[src/rtl/countdown_timer_pkg.sv]
// Shared types and constants for the BCD countdown timer.
// Holds the FSM state encoding and the max-minutes BCD helper.
package countdown_timer_pkg;

    typedef enum logic [1:0] {
        IDLE = 2'd0,
        CONV = 2'd1,
        RUN  = 2'd2,
        DONE = 2'd3
    } state_t;

    localparam int SEC_PER_MIN    = 60;
    localparam int MAX_BCD_DIGITS = 8;

    // All-nines BCD vector for the given number of minute digits, LSB digit first.
    function automatic logic [4*MAX_BCD_DIGITS-1:0] max_minutes_bcd(input int digits);
        logic [4*MAX_BCD_DIGITS-1:0] r;
        r = '0;
        for (int i = 0; i < MAX_BCD_DIGITS; i++) begin
            if (i < digits) begin
                r[4*i +: 4] = 4'd9;
            end
        end
        return r;
    endfunction

endpackage

[src/rtl/countdown_timer_bcd_dec.sv]
// Single BCD digit decrementer: wraps 0 to max_val and raises borrow_out.
// Purely combinational; the digit passes through unchanged when dec_en is low.
module bcd_digit_dec (
    input  logic [3:0] digit,
    input  logic       dec_en,
    input  logic [3:0] max_val,
    output logic [3:0] next_digit,
    output logic       borrow_out
);

    always_comb begin
        next_digit = digit;
        borrow_out = 1'b0;
        if (dec_en) begin
            if (digit == 4'd0) begin
                next_digit = max_val;
                borrow_out = 1'b1;
            end else begin
                next_digit = digit - 4'd1;
            end
        end
    end

endmodule

[src/rtl/countdown_timer_bcd.sv]
// Countdown timer: binary seconds load, iterative conversion to BCD mm:ss,
// per-second BCD countdown and a blinking completion flag.
module countdown_timer_bcd
    import countdown_timer_pkg::*;
#(
    parameter int TIME_W     = 12,
    parameter int MIN_DIGITS = 2,
    parameter int CLK_DIV    = 50000000,
    parameter int BLINK_DIV  = 25000000
) (
    input  logic                    clk,
    input  logic                    rst,
    input  logic                    load,
    input  logic [TIME_W-1:0]       load_val,
    input  logic                    start,
    input  logic                    pause,
    output logic [3:0]              sec0,
    output logic [3:0]              sec1,
    output logic [4*MIN_DIGITS-1:0] min_bcd,
    output logic                    busy,
    output logic                    running,
    output logic                    done,
    output logic                    blink,
    output logic                    sat
);

    localparam int PW = (CLK_DIV   > 1) ? $clog2(CLK_DIV)   : 1;
    localparam int BW = (BLINK_DIV > 1) ? $clog2(BLINK_DIV) : 1;
    localparam logic [PW-1:0] PRESC_MAX = PW'(CLK_DIV - 1);
    localparam logic [BW-1:0] BLINK_MAX = BW'(BLINK_DIV - 1);
    localparam logic [4*MAX_BCD_DIGITS-1:0] MAX_MIN_W = max_minutes_bcd(MIN_DIGITS);
    localparam logic [4*MIN_DIGITS-1:0] MAX_MIN = MAX_MIN_W[4*MIN_DIGITS-1:0];
    localparam logic [TIME_W-1:0] SIXTY = TIME_W'(SEC_PER_MIN);

    state_t            state_q, state_n;
    logic [TIME_W-1:0] work_q, work_n;
    logic [PW-1:0]     presc_q, presc_n;
    logic [BW-1:0]     bcnt_q, bcnt_n;
    logic [3:0]        s0_n, s1_n;
    logic [4*MIN_DIGITS-1:0] m_n, min_inc;
    logic              sat_n, blink_n;
    logic              inc_carry;

    logic              tick;
    logic              digits_zero;
    logic              dec_zero;
    logic [3:0]        dec_s0, dec_s1;
    logic              bor_s0, bor_s1;
    logic [4*MIN_DIGITS-1:0] dec_m;
    logic [MIN_DIGITS:0]     borrow_m;
    logic              borrow_unused;

    // A tick is swallowed by load or pause in the same cycle.
    assign tick = (state_q == RUN) && (presc_q == PRESC_MAX) && !load && !pause;
    assign digits_zero = (sec0 == 4'd0) && (sec1 == 4'd0) && (min_bcd == '0);

    bcd_digit_dec u_sec0 (
        .digit      (sec0),
        .dec_en     (tick),
        .max_val    (4'd9),
        .next_digit (dec_s0),
        .borrow_out (bor_s0)
    );

    bcd_digit_dec u_sec1 (
        .digit      (sec1),
        .dec_en     (bor_s0),
        .max_val    (4'd5),
        .next_digit (dec_s1),
        .borrow_out (bor_s1)
    );

    assign borrow_m[0] = bor_s1;

    for (genvar gi = 0; gi < MIN_DIGITS; gi++) begin : g_min_dec
        bcd_digit_dec u_min (
            .digit      (min_bcd[4*gi +: 4]),
            .dec_en     (borrow_m[gi]),
            .max_val    (4'd9),
            .next_digit (dec_m[4*gi +: 4]),
            .borrow_out (borrow_m[gi+1])
        );
    end

    // Top-digit borrow cannot occur: RUN leaves at 0:00 before any underflow.
    assign borrow_unused = borrow_m[MIN_DIGITS];
    assign dec_zero = (dec_s0 == 4'd0) && (dec_s1 == 4'd0) && (dec_m == '0);

    always_comb begin
        min_inc   = min_bcd;
        inc_carry = 1'b1;
        for (int i = 0; i < MIN_DIGITS; i++) begin
            if (inc_carry) begin
                if (min_bcd[4*i +: 4] == 4'd9) begin
                    min_inc[4*i +: 4] = 4'd0;
                end else begin
                    min_inc[4*i +: 4] = min_bcd[4*i +: 4] + 4'd1;
                    inc_carry         = 1'b0;
                end
            end
        end
    end

    always_comb begin
        state_n = state_q;
        work_n  = work_q;
        presc_n = presc_q;
        bcnt_n  = bcnt_q;
        s0_n    = sec0;
        s1_n    = sec1;
        m_n     = min_bcd;
        sat_n   = sat;
        blink_n = blink;
        if (load) begin
            state_n = CONV;
            work_n  = load_val;
            presc_n = '0;
            bcnt_n  = '0;
            s0_n    = 4'd0;
            s1_n    = 4'd0;
            m_n     = '0;
            sat_n   = 1'b0;
            blink_n = 1'b0;
        end else begin
            case (state_q)
                IDLE: begin
                    if (!pause && start) begin
                        if (digits_zero) begin
                            state_n = DONE;
                            blink_n = 1'b1;
                            bcnt_n  = '0;
                        end else begin
                            state_n = RUN;
                            presc_n = '0;
                        end
                    end
                end
                CONV: begin
                    if (work_q >= SIXTY) begin
                        if (min_bcd == MAX_MIN) begin
                            s1_n    = 4'd5;
                            s0_n    = 4'd9;
                            sat_n   = 1'b1;
                            state_n = IDLE;
                        end else begin
                            work_n = work_q - SIXTY;
                            m_n    = min_inc;
                        end
                    end else begin
                        // work < 60 here, so the low six bits hold the whole value.
                        s1_n    = 4'(work_q[5:0] / 6'd10);
                        s0_n    = 4'(work_q[5:0] % 6'd10);
                        state_n = IDLE;
                    end
                end
                RUN: begin
                    if (pause) begin
                        state_n = IDLE;
                        presc_n = '0;
                    end else begin
                        presc_n = (presc_q == PRESC_MAX) ? '0 : presc_q + 1'b1;
                        if (tick) begin
                            s0_n = dec_s0;
                            s1_n = dec_s1;
                            m_n  = dec_m;
                            if (dec_zero) begin
                                state_n = DONE;
                                blink_n = 1'b1;
                                bcnt_n  = '0;
                            end
                        end
                    end
                end
                DONE: begin
                    if (bcnt_q == BLINK_MAX) begin
                        bcnt_n  = '0;
                        blink_n = ~blink;
                    end else begin
                        bcnt_n = bcnt_q + 1'b1;
                    end
                end
                default: state_n = IDLE;
            endcase
        end
    end

    always_ff @(posedge clk) begin
        if (rst) begin
            state_q <= IDLE;
            work_q  <= '0;
            presc_q <= '0;
            bcnt_q  <= '0;
            sec0    <= 4'd0;
            sec1    <= 4'd0;
            min_bcd <= '0;
            sat     <= 1'b0;
            blink   <= 1'b0;
            busy    <= 1'b0;
            running <= 1'b0;
            done    <= 1'b0;
        end else begin
            state_q <= state_n;
            work_q  <= work_n;
            presc_q <= presc_n;
            bcnt_q  <= bcnt_n;
            sec0    <= s0_n;
            sec1    <= s1_n;
            min_bcd <= m_n;
            sat     <= sat_n;
            blink   <= blink_n;
            busy    <= (state_n == CONV);
            running <= (state_n == RUN);
            done    <= (state_n == DONE);
        end
    end

endmodule

[config.mk]
export PLATFORM = sky130hd
export DESIGN_NAME = countdown_timer_bcd
export DESIGN_NICKNAME = d
export VERILOG_FILES = /design/src/rtl/countdown_timer_pkg.sv /design/src/rtl/countdown_timer_bcd_dec.sv /design/src/rtl/countdown_timer_bcd.sv
export SDC_FILE = /design/constraint.sdc
export NUM_CORES = 1
export LEC_CHECK = 0
export CAP_MARGIN = 20
export CORE_ASPECT_RATIO = 0.8
export CORE_UTILIZATION = 51
export CTS_CLUSTER_DIAMETER = 80
export DETAILED_ROUTE_END_ITERATION = 12
export DONT_BUFFER_PORTS = 1
export PLACE_DENSITY = 0.76
export SYNTH_ARGS = -nofsm -noshare
export SYNTH_HDL_FRONTEND = slang
export SYNTH_HIERARCHICAL = 1
export SYNTH_SLANG_ARGS = --single-unit
[constraint.sdc]
create_clock -name clk -period 4.01 [get_ports clk]
set_input_delay 0.6015 -clock clk [delete_from_list [all_inputs] [get_ports clk]]
set_output_delay 0.6015 -clock clk [all_outputs]
set_load 0.05 [all_outputs]
==> metrics.sh <==
STATUS='finished clean'
FLOORPLAN.CORE_AREA_MM2=0.01049
CTS.REPORTEDPATHS.CLKPINSLEW_PS=70
IO_COUNT=38
ANT_NETS=0
CRIT_FANOUT=21
DIEAREA_MM2=0.01143
GRT_UTIL_MET1_PCT=32.49
R2R_START='presc_q[1]'
MIN_FROM='rst'
FINAL_CORE_UTILIZATION_PCT=58.83
SYN_TO_FINAL_GROWTH_PCT=9.920
CTS_HOLD_REPAIR.BUFFERS=0
WORST_R2R_ENDPOINT='bcnt_q[11]'
PWR-SHARE-SEQ_PCT=44.7
PLACED_CELL_AREA_MM2=0.005829
NUMCTSBUFFERS=9
PLACE_CONGESTION=0.9236
BUSIEST_LAYER='met2'
CLOCK_TREE_FROM_TRITONCTS='done'
POST-ROUTE-CELL-AREA_MM2=0.006170
VIAS_PER_STD_CELL=6.088
TIMING.FINAL.CRIT_PERIOD_PS=3836
WORST_HOLD_PATH_TYPE='input port to register'
GRT.TOTAL_USAGE_PCT=25.82
WORST-SLEW-PIN-TRANSITION_PS=921.6
SYNTH_AREA_PER_CELL_UM2=7.973
CTS_HTREE_LEVELS=3
REQUIRED_PS=4280
NUMCLOCKSINKS=86
NETSW_W=0.0005656
CTSROOTBUFFERMASTER='sky130_fd_sc_hd__clkbuf_16'
MAXSLEWVIOLCOUNT=0
TIMING.CRITICAL_PATH.FROM_TYPE='register'
STD_CELL_ROWS=33
PIN_COUNT_OF_THE_BIGGEST_NET_ENTERING_GLOBAL_ROUTING=26
SYN_INST_COUNT=704
SETUP_VIOL_COUNT_FINAL=0
DRT_FIRST_ITER_VIOLATIONS=392
DETAIL_ROUTE.WL_PER_CELL_UM=16.54
FIRST_GLOBAL_VIAS=4812
DIE_W_UM=119.3
SLEW_HEADROOM_PCT=38.48
CLK_PATH_BUF_DEPTH=2
LAYOUT.CELLS.NON_FILLER=864
IR_DROP_V=0.0002165
DP_HPWL_UM=10040
VIA_COUNT=5260
PLACEDCELLCOUNT=847
GRT_OVERFLOW=0
ROUTED_WIRE_LENGTH_UM=14290
SYNTH-WARNING-COUNT=6
DIE_HEIGHT_UM=95.83
MAX_CAP_VIOLATION_COUNT=0
P_CLK_SHARE_PCT=43.5
SHARE_COMB_OF_TOTAL_POWER_PCT=11.9
FIN_WORST_SKEW_PS=9.580
SETUP.WORST_PATH.END_CLASS='register'
FIN_HOLD_WS_PS=320.0
GRT_FIRST_PASS_WIRELENGTH_UM=23540
WORSTHOLDENDPOINT='work_q[1]'
TCRIT_TCLK_FINAL_PCT=95.65
GRT.MET3_USAGE_PCT=7.701
PORTBUFFERS=0
REG2REGPATHDEPTH=17
ANTENNA_DIODE_INSTANCE_COUNT=0
FLOORPLAN.INITIALDENSITY_PCT=53.52
REG2REG_SLACK_PS=170
CP_DATA_ARRIVAL_TIME_PS=4110
GRT_ANTENNA_BEFORE_REPAIR=0
NETS=747
WHS_PATH_DEPTH=1
POWER.DENSITY_CELL_AREA_mW_PER_MM2=326.6
TIMING.FMAX_GHz=0.2607
POWER.LEAKAGE_nW=2.130
SW_FRAC_OF_TOTAL_PCT=28.07
DETAILEDROUTE.FIRSTPASSITERATIONCOUNT=7
CTS_SETUP_BUFFERS=0
GRT_UTIL_MET2_PCT=42.83
WORSTSKEWPAIRLATENCY_PS=350
POWER.INTERNAL_W=0.001449
FINAL_LAYOUT_SIZE_SUFFIX_GT1_SHARE_PCT=12.29
REMAINING_DRC_ERRORS=0
FINAL_HOLD_VIOL_COUNT=0
SYNTH_AREA_MM2=0.005613
PATH_CLASS='register to register'
[layout make-up]
class                      instances  area, um^2
sequential                        86        1723
inverter                          23       86.33
clock buffer                       9       225.2
clock inverter                     7       80.08
fill                             969        4318
tap                              140       175.2
multi-input combinational        572        3677
timing repair buffer              27       202.7
[metal layers]
metal,up-vias,routed length [um]
met5,-,0
met4,0,257
met3,21,1027
met2,162,6566
met1,2489,6438
li1,2588,-
[layout by cell type (no fill, tap or decap), types with 12 or more instances in the layout]
master	n
sky130_fd_sc_hd__o21ai_0	37
sky130_fd_sc_hd__buf_4	27
sky130_fd_sc_hd__nand4_1	13
sky130_fd_sc_hd__or4_1	13
sky130_fd_sc_hd__xnor2_1	14
sky130_fd_sc_hd__conb_1	16
sky130_fd_sc_hd__nor2_1	76
sky130_fd_sc_hd__nor3_1	23
sky130_fd_sc_hd__xor2_1	22
sky130_fd_sc_hd__mux2i_1	12
sky130_fd_sc_hd__o31ai_1	12
sky130_fd_sc_hd__or3_1	12
sky130_fd_sc_hd__a21oi_1	48
sky130_fd_sc_hd__nand2_1	63
sky130_fd_sc_hd__nand3_1	29
sky130_fd_sc_hd__and3_1	20
sky130_fd_sc_hd__dfxtp_1	85
sky130_fd_sc_hd__inv_1	23
[metrics by stage]
stage	setup WS [ps]	power [W]	TNS, ps
after floorplan	6.026	0.001109	0
after global placement	209.4	0.001143	0
after detailed placement	61.11	0.001150	0
after CTS	73.00	0.002019	0
after global routing	-4.974	0.002084	-4.974
final	174.5	0.002015	0
[flip-flops by register name (all words and copies together) (netlist names)]
register / count
state_q: 2
min_bcd: 8
running: 1
sec0: 4
work_q: 12
bcnt_q: 25
presc_q: 26
sec1: 4
busy: 1
blink: 1
sat: 1
done: 1
[critical path, stage by stage, from the launching register on]
cell and delay [ps]:
sky130_fd_sc_hd__dfxtp_1 370, sky130_fd_sc_hd__ha_1 170, sky130_fd_sc_hd__and3_2 230, sky130_fd_sc_hd__and4_4 250, sky130_fd_sc_hd__and3_1 180, sky130_fd_sc_hd__and2_2 170, sky130_fd_sc_hd__and2_4 190, sky130_fd_sc_hd__and2_4 200
sky130_fd_sc_hd__nand2_1 60, sky130_fd_sc_hd__nand2_1 70, sky130_fd_sc_hd__o21ai_0 130, sky130_fd_sc_hd__nor2_1 130, sky130_fd_sc_hd__nand4_1 150, sky130_fd_sc_hd__nor4_4 420, sky130_fd_sc_hd__nor2_2 110, sky130_fd_sc_hd__buf_4 230
sky130_fd_sc_hd__or4_1 520, sky130_fd_sc_hd__a21oi_1 160
[power by group through the flow]
| stage | Sequential, W | Combinational [W] | Clock, W |
|---|---|---|---|
| floorplan | 0.000920 | 0.000188 | 0 |
| global placement | 0.000918 | 0.000225 | 0 |
| detailed placement | 0.000919 | 0.000231 | 0 |
| CTS | 0.000900 | 0.000232 | 0.000887 |
| global route | 0.000902 | 0.000263 | 0.000919 |
| finish | 0.000900 | 0.000239 | 0.000876 |
[worst max path at each step]
| stage | startpoint | end | slack (ps) | cells past startpoint |
|---|---|---|---|---|
| floorplan | presc_q[0] | bcnt_q[19] | 6 | 21 |
| global placement | load | bcnt_q[6] | 210 | 12 |
| detailed placement | load | bcnt_q[20] | 60 | 14 |
| CTS | presc_q[0] | bcnt_q[20] | 70 | 14 |
| global route | presc_q[1] | bcnt_q[11] | -5 | 17 |
| finish | presc_q[1] | bcnt_q[11] | 170 | 17 |
[timing repair]
action,CTS,global route
hold endpoints to repair,0,0
gates resized for setup,0,7
endpoints found under the setup margin,0,25
Power figures use the tool's default switching activity.
